===== src/rtl/t2mi_frame_scheduler.sv =====
// Per-T2-frame packet sequencer: requests L1-current then BB frames each frame, tracks frame/superframe/block indices.
// Define T2MI_TIMESTAMP_EN to prefix every frame with a timestamp (0x20) request.
module t2mi_frame_scheduler #(
    parameter int NB_W = 10,
    parameter int NF_W = 8
) (
    input  logic            CLK,
    input  logic            RST,
    input  logic            ENA,
    input  logic [NB_W-1:0] plp_num_blocks,
    input  logic [NF_W-1:0] num_t2_frames,
    input  logic            BBF_READY,
    input  logic            PKT_ACK,
    output logic            PKT_REQ,
    output logic [7:0]      PKT_TYPE,
    output logic [NF_W-1:0] FRAME_IDX,
    output logic [3:0]      SUPERFRAME_IDX,
    output logic [NB_W-1:0] BLOCK_IDX,
    output logic            FRAME_START,
    output logic            BUSY
);

    localparam logic [7:0] TYPE_BBF = 8'h00;
    localparam logic [7:0] TYPE_L1  = 8'h10;
    localparam logic [7:0] TYPE_TS  = 8'h20;

    typedef enum logic [2:0] {
        S_IDLE,
        S_TS_REQ,
        S_L1_REQ,
        S_BBF_WAIT,
        S_BBF_REQ,
        S_GAP
    } state_t;

`ifdef T2MI_TIMESTAMP_EN
    localparam state_t     FIRST_REQ  = S_TS_REQ;
    localparam logic [7:0] FIRST_TYPE = TYPE_TS;
`else
    localparam state_t     FIRST_REQ  = S_L1_REQ;
    localparam logic [7:0] FIRST_TYPE = TYPE_L1;
`endif

    state_t          state_q;
    state_t          after_gap_q;
    logic            pkt_req_q;
    logic [7:0]      pkt_type_q;
    logic [NF_W-1:0] frame_idx_q;
    logic [3:0]      sf_idx_q;
    logic [NB_W-1:0] block_idx_q;
    logic            frame_start_q;
    logic            busy_q;
    logic [NB_W-1:0] blocks_q;
    logic [NF_W-1:0] frames_q;

    logic            ack_v;
    logic            blk_more;
    logic            frame_wrap;
    logic            frame_end;
    logic [NF_W-1:0] frame_idx_d;
    logic [3:0]      sf_idx_d;

    always_comb begin
        ack_v       = PKT_ACK && pkt_req_q;
        blk_more    = ({1'b0, block_idx_q} + (NB_W+1)'(1)) < {1'b0, blocks_q};
        // A latched frame count of 0 behaves like 1: every frame wraps.
        frame_wrap  = (frames_q <= NF_W'(1)) || (frame_idx_q == (frames_q - NF_W'(1)));
        frame_end   = ack_v && ENA &&
                      (((state_q == S_L1_REQ) && (blocks_q == '0)) ||
                       ((state_q == S_BBF_REQ) && !blk_more));
        frame_idx_d = frame_wrap ? '0 : frame_idx_q + NF_W'(1);
        sf_idx_d    = frame_wrap ? sf_idx_q + 4'd1 : sf_idx_q;
    end

    always_ff @(posedge CLK) begin
        if (RST) begin
            state_q       <= S_IDLE;
            after_gap_q   <= S_IDLE;
            pkt_req_q     <= 1'b0;
            pkt_type_q    <= TYPE_BBF;
            frame_idx_q   <= '0;
            sf_idx_q      <= '0;
            block_idx_q   <= '0;
            frame_start_q <= 1'b0;
            busy_q        <= 1'b0;
            blocks_q      <= '0;
            frames_q      <= '0;
        end else begin
            frame_start_q <= 1'b0;
            case (state_q)
                S_IDLE: begin
                    if (ENA) begin
                        state_q       <= FIRST_REQ;
                        pkt_req_q     <= 1'b1;
                        pkt_type_q    <= FIRST_TYPE;
                        frame_start_q <= 1'b1;
                        busy_q        <= 1'b1;
                        blocks_q      <= plp_num_blocks;
                        frames_q      <= num_t2_frames;
                    end
                end
`ifdef T2MI_TIMESTAMP_EN
                S_TS_REQ,
`endif
                S_L1_REQ, S_BBF_REQ: begin
                    if (ack_v) begin
                        state_q   <= S_GAP;
                        pkt_req_q <= 1'b0;
                        if (!ENA) begin
                            after_gap_q <= S_IDLE;
                            frame_idx_q <= '0;
                            sf_idx_q    <= '0;
                            block_idx_q <= '0;
                        end else if (frame_end) begin
                            after_gap_q <= FIRST_REQ;
                            frame_idx_q <= frame_idx_d;
                            sf_idx_q    <= sf_idx_d;
                            block_idx_q <= '0;
                            blocks_q    <= plp_num_blocks;
                            frames_q    <= num_t2_frames;
                        end else if (state_q == S_BBF_REQ) begin
                            after_gap_q <= S_BBF_WAIT;
                            block_idx_q <= block_idx_q + NB_W'(1);
                        end else if (state_q == S_L1_REQ) begin
                            after_gap_q <= S_BBF_WAIT;
                            block_idx_q <= '0;
                        end else begin
                            after_gap_q <= S_L1_REQ;
                        end
                    end
                end
                S_BBF_WAIT: begin
                    if (!ENA) begin
                        state_q     <= S_IDLE;
                        busy_q      <= 1'b0;
                        frame_idx_q <= '0;
                        sf_idx_q    <= '0;
                        block_idx_q <= '0;
                    end else if (BBF_READY) begin
                        state_q    <= S_BBF_REQ;
                        pkt_req_q  <= 1'b1;
                        pkt_type_q <= TYPE_BBF;
                    end
                end
                S_GAP: begin
                    if (!ENA || (after_gap_q == S_IDLE)) begin
                        state_q     <= S_IDLE;
                        busy_q      <= 1'b0;
                        frame_idx_q <= '0;
                        sf_idx_q    <= '0;
                        block_idx_q <= '0;
                    end else begin
                        state_q <= after_gap_q;
                        if (after_gap_q != S_BBF_WAIT) begin
                            pkt_req_q     <= 1'b1;
`ifdef T2MI_TIMESTAMP_EN
                            pkt_type_q    <= (after_gap_q == S_TS_REQ) ? TYPE_TS : TYPE_L1;
`else
                            pkt_type_q    <= TYPE_L1;
`endif
                            frame_start_q <= (after_gap_q == FIRST_REQ);
                        end
                    end
                end
                default: begin
                    state_q   <= S_IDLE;
                    pkt_req_q <= 1'b0;
                    busy_q    <= 1'b0;
                end
            endcase
        end
    end

    assign PKT_REQ        = pkt_req_q;
    assign PKT_TYPE       = pkt_type_q;
    assign FRAME_IDX      = frame_idx_q;
    assign SUPERFRAME_IDX = sf_idx_q;
    assign BLOCK_IDX      = block_idx_q;
    assign FRAME_START    = frame_start_q;
    assign BUSY           = busy_q;

endmodule


===== config.mk =====
export PLATFORM = sky130hd
export DESIGN_NAME = t2mi_frame_scheduler
export DESIGN_NICKNAME = d
export VERILOG_FILES = /design/src/rtl/t2mi_frame_scheduler.sv
export SDC_FILE = /design/constraint.sdc
export NUM_CORES = 1
export LEC_CHECK = 0
export BUFFER_PORTS_ARGS = -buffer_cell sky130_fd_sc_hd__buf_2
export CORE_UTILIZATION = 56
export CTS_CLUSTER_DIAMETER = 60
export DETAILED_ROUTE_END_ITERATION = 8
export GPL_ROUTABILITY_DRIVEN = 0
export MAX_ROUTING_LAYER = met4
export PLACE_DENSITY_LB_ADDON = 0.1
export SLEW_MARGIN = 20
export SYNTH_ARGS = -nofsm -noshare
export SYNTH_HDL_FRONTEND = slang
export SYNTH_SLANG_ARGS = --single-unit
export TNS_END_PERCENT = 1

===== constraint.sdc =====
create_clock -name CLK -period 4.5 [get_ports CLK]
set_input_delay 0.675 -clock CLK [delete_from_list [all_inputs] [get_ports CLK]]
set_output_delay 0.675 -clock CLK [all_outputs]
set_load 0.01 [all_outputs]

==> impl_results.md <==
- HPWL Detailed: approximately 4.8 mm
- Routed WL per cell: 13.79 um
- Largest net degree at the start of global routing: 47
- CTS tree: built
- Overall routing resource usage: 0.2563
- HP Class: register to register
- Synth Area in Simple Gates: 0.2704
- Switching Share: 0.3834
- Pleak: 1.467 nW
- I/O pins: 56
- Root Buffer: clkbuf_8
- Number of buffers created by CTS: 5
- Vias: ~2800
- Final hold violations: 0
- Hold buffers post-CTS: 0
- Slowest cell on the critical path: nand4_1
- Initial antenna violation count: 0
- WP data arrival: 4050 ps
- Synth Flop Type: dfxtp_1
- Clk Latency, worst-skew pair: 300 ps
- Grt ovf: 0
- Vias in the first global route: 2646
- Final Max Slew Viols: 0
- Clock sink total: 49
- Row count: 26
- Top delay family on crit path: simple AND/OR/NAND/NOR gates
- Post-synth top area cell: dfxtp_1
- # DRC: 0
- Slew headroom: 0.4312
- Status: complete, no violations
- Post-synthesis xor/xnor area fraction: 0.05684
- Vias per cell: 5.740
- Combinational Power Share: 0.418
- Startpoint Class: register
- Total power: 0.001577 W
- Setup Viol. Count Final: 0
- Average cell area after synthesis: 8.088 um^2
- DR pass1 iterations: 4
- Starting DRC count in detailed routing: 137
- Worst setup path class: register to register
- Antenna diodes: 0
- Synth Area in Compound Gates: 0.1628
- Peak VDD IR: between 200 and 300 uV
- Fin Setup TNS: 0 ps
- Post-synth EDFFs: 0
- Async S/R FF share, synth: 0
- Post-CTS setup buffer count: 0
- Nets: 451
- Least-Margin Pin Slew: 853.2 ps
- Share of the synthesized area in the top cell type: 0.3183
- Slowest stage delay, CP: just under 600 ps
- Most frequent cells in the layout: dfxtp_1 (49), buf_2 (48), nor2_1 (39)
- Die area: about 5800 um^2
- PwrDens: 461.5 nW/um^2
- Synthesis warning total: 0
- Initial core utilization: 0.5921
- Filler Cell Count: roughly 470
- Placed Cells: 477
- Synth Area in Adders: 0.05684
- Mux cell area share after synthesis: 0.06537
- Number of synthesized register bits: 49
- Bufs and invs on worst path: 0
- Core area: 5205 um^2
- Register Area: about 980 um^2
- Critical path capture point type: register
- P_int: 0.0009724 W
- Finished Layout Cells: a little under 500
- Count of buffers from port buffering: 48
- Number of max-cap violations: 0
- Worst-path clk slew: 90 ps
- Largest family of logic cells by synthesized area: simple AND/OR/NAND/NOR gates
- Worst-path cell chain: ha_1, nand3_1, or2_2, nor2_1, xor2_1, ha_1, nand3_1, a21o_1, o31ai_1, a211oi_1, nand4_1, o21ba_2, a311oi_1
- Net switching power of the design: 0.0006046 W
- CP Max Fanout: 17
- Final min period: 3843 ps
- Number of antenna-violating nets in the routed design: 0
- Multi-input logic area: 1913 um^2
- RSZ-0062 raised after global routing: no
- Post-cts sizing count: 0
- Max Freq: between 200 and 300 MHz
- Netlist cell types: between 50 and 60
- Clock power frac: 0.206
- Die W: about 76 um
- Period utilization: 0.8540
- Mapped Area: 3082 um^2
- Layout cell share with drive strength beyond 1: 0.1711
- Layout area overhead: 10.88%
- Sequential area share after synthesis: 0.3183
- Place WS: 709.7 ps
- CTS max path bufs: 2
- Most common cell after layout, fill and taps aside: dfxtp_1
- Seq pwr share: 0.376
- Critical path required time: 4710 ps
- H-tree depth: 2
- Ranking of synthesized cells by area: dfxtp_1 (32%), mux2i_1 (6.2%), ha_1 (5.7%)
- Worst setup margin: 656.9 ps
- Die extent in y: 76.18 um
- Gate Count Post-Synth: about 380
- WL final: 6.690 mm
- Max Clock Skew: 7.083 ps
- First-pass GRT wire length: 12.09 mm
-- final timing paths --
path	start	to	depth (start not counted)	slack (ps)
setup / recovery	BLOCK_IDX[0]$_SDFFE_PP0P_	BLOCK_IDX[4]$_SDFFE_PP0P_	13	660
setup reg to reg	BLOCK_IDX[0]$_SDFFE_PP0P_	BLOCK_IDX[4]$_SDFFE_PP0P_	13	660
hold reg to reg	SUPERFRAME_IDX[3]$_SDFFE_PP0P_	SUPERFRAME_IDX[3]$_SDFFE_PP0P_	2	490
hold / removal	SUPERFRAME_IDX[3]$_SDFFE_PP0P_	SUPERFRAME_IDX[3]$_SDFFE_PP0P_	2	490
-- final cells by class --
type	count	share of cell area
Clock buffer	7	0.02527
Clock inverter	1	0.008788
Inverter	19	0.02087
Multi-Input combinational cell	290	0.5599
Sequential cell	49	0.2871
Tap cell	70	0.02563
Timing Repair Buffer	49	0.07250
-- cells by family after synthesis --
family / Yosys count
simple gates: 155
compound gates: 74
flops: 49
buf+inv: 48
xor+xnor: 20
mux: 20
fa+ha+maj: 14
other cells: 1
-- routing by layer --
layer / wire length (um) / part of all wire / GRT usage / vias up
met4: 37 / 0.0055 / 0.05769 / 0
li1: - / - / - / 1408
met5: 0 / 0 / - / -
met3: 342 / 0.051 / 0.04072 / 4
met1: 3241 / 0.48 / 0.3343 / 1305
met2: 3069 / 0.46 / 0.4182 / 67
-- power groups by stage --
| stage | registers [W] | clock network [W] | logic [W] |
|---|---|---|---|
| finish | 0.000593 | 0.000325 | 0.000659 |
| global route | 0.000609 | 0.000347 | 0.000747 |
| CTS | 0.000593 | 0.000331 | 0.000661 |
| detailed placement | 0.000603 | 0 | 0.000658 |
| global placement | 0.000602 | 0 | 0.000645 |
| floorplan | 0.000575 | 0 | 0.000559 |
-- cell usage after synthesis (all sizes together), types with 3 or more instances --
library cell and n:
o21ba 3, clkbuf 21, and3 6, or4 4
nor4 5, nand4 6, xnor2 10, nand4b 3
nand2b 8, o211ai 3, o21ai 11, xor2 10
and2 3, nand2 24, o31ai 3, nand3 21
o211a 5, dfxtp 49, a211oi 6, nor3 15
mux2i 19, a21oi 25, or3 4, nor4b 4
inv 18, nor2 40, or2 3, buf 8
nor2b 5, ha 14
-- metrics by stage --
step | instance area [um^2] | utilization | hold slack, ps
3_5_place_dp | 3301 | 0.6341 | 473.0
5_1_grt | 3417 | 0.6565 | 515.5
6_report | 3417 | 0.6565 | 491.2
4_1_cts | 3417 | 0.6565 | 491.6
2_1_floorplan | 3104 | - | 483.3
3_3_place_gp | 3301 | 0.6341 | 470.8
-- tightest hold or removal path: stages, from the launching register on --
cell     delay [ps]
dfxtp_1         330
o31ai_1          60
a21oi_1          60
-- flip-flops by register name, summed over array words and instances, names as in the netlist --
| register | flops |
|---|---|
| SUPERFRAME_IDX | 4 |
| state_q | 3 |
| PKT_REQ | 1 |
| after_gap_q | 2 |
| FRAME_START | 1 |
| blocks_q | 10 |
| PKT_TYPE | 1 |
| FRAME_IDX | 8 |
| BUSY | 1 |
| frames_q | 8 |
| BLOCK_IDX | 10 |
Note: power is estimated with default switching activity, not from simulation.
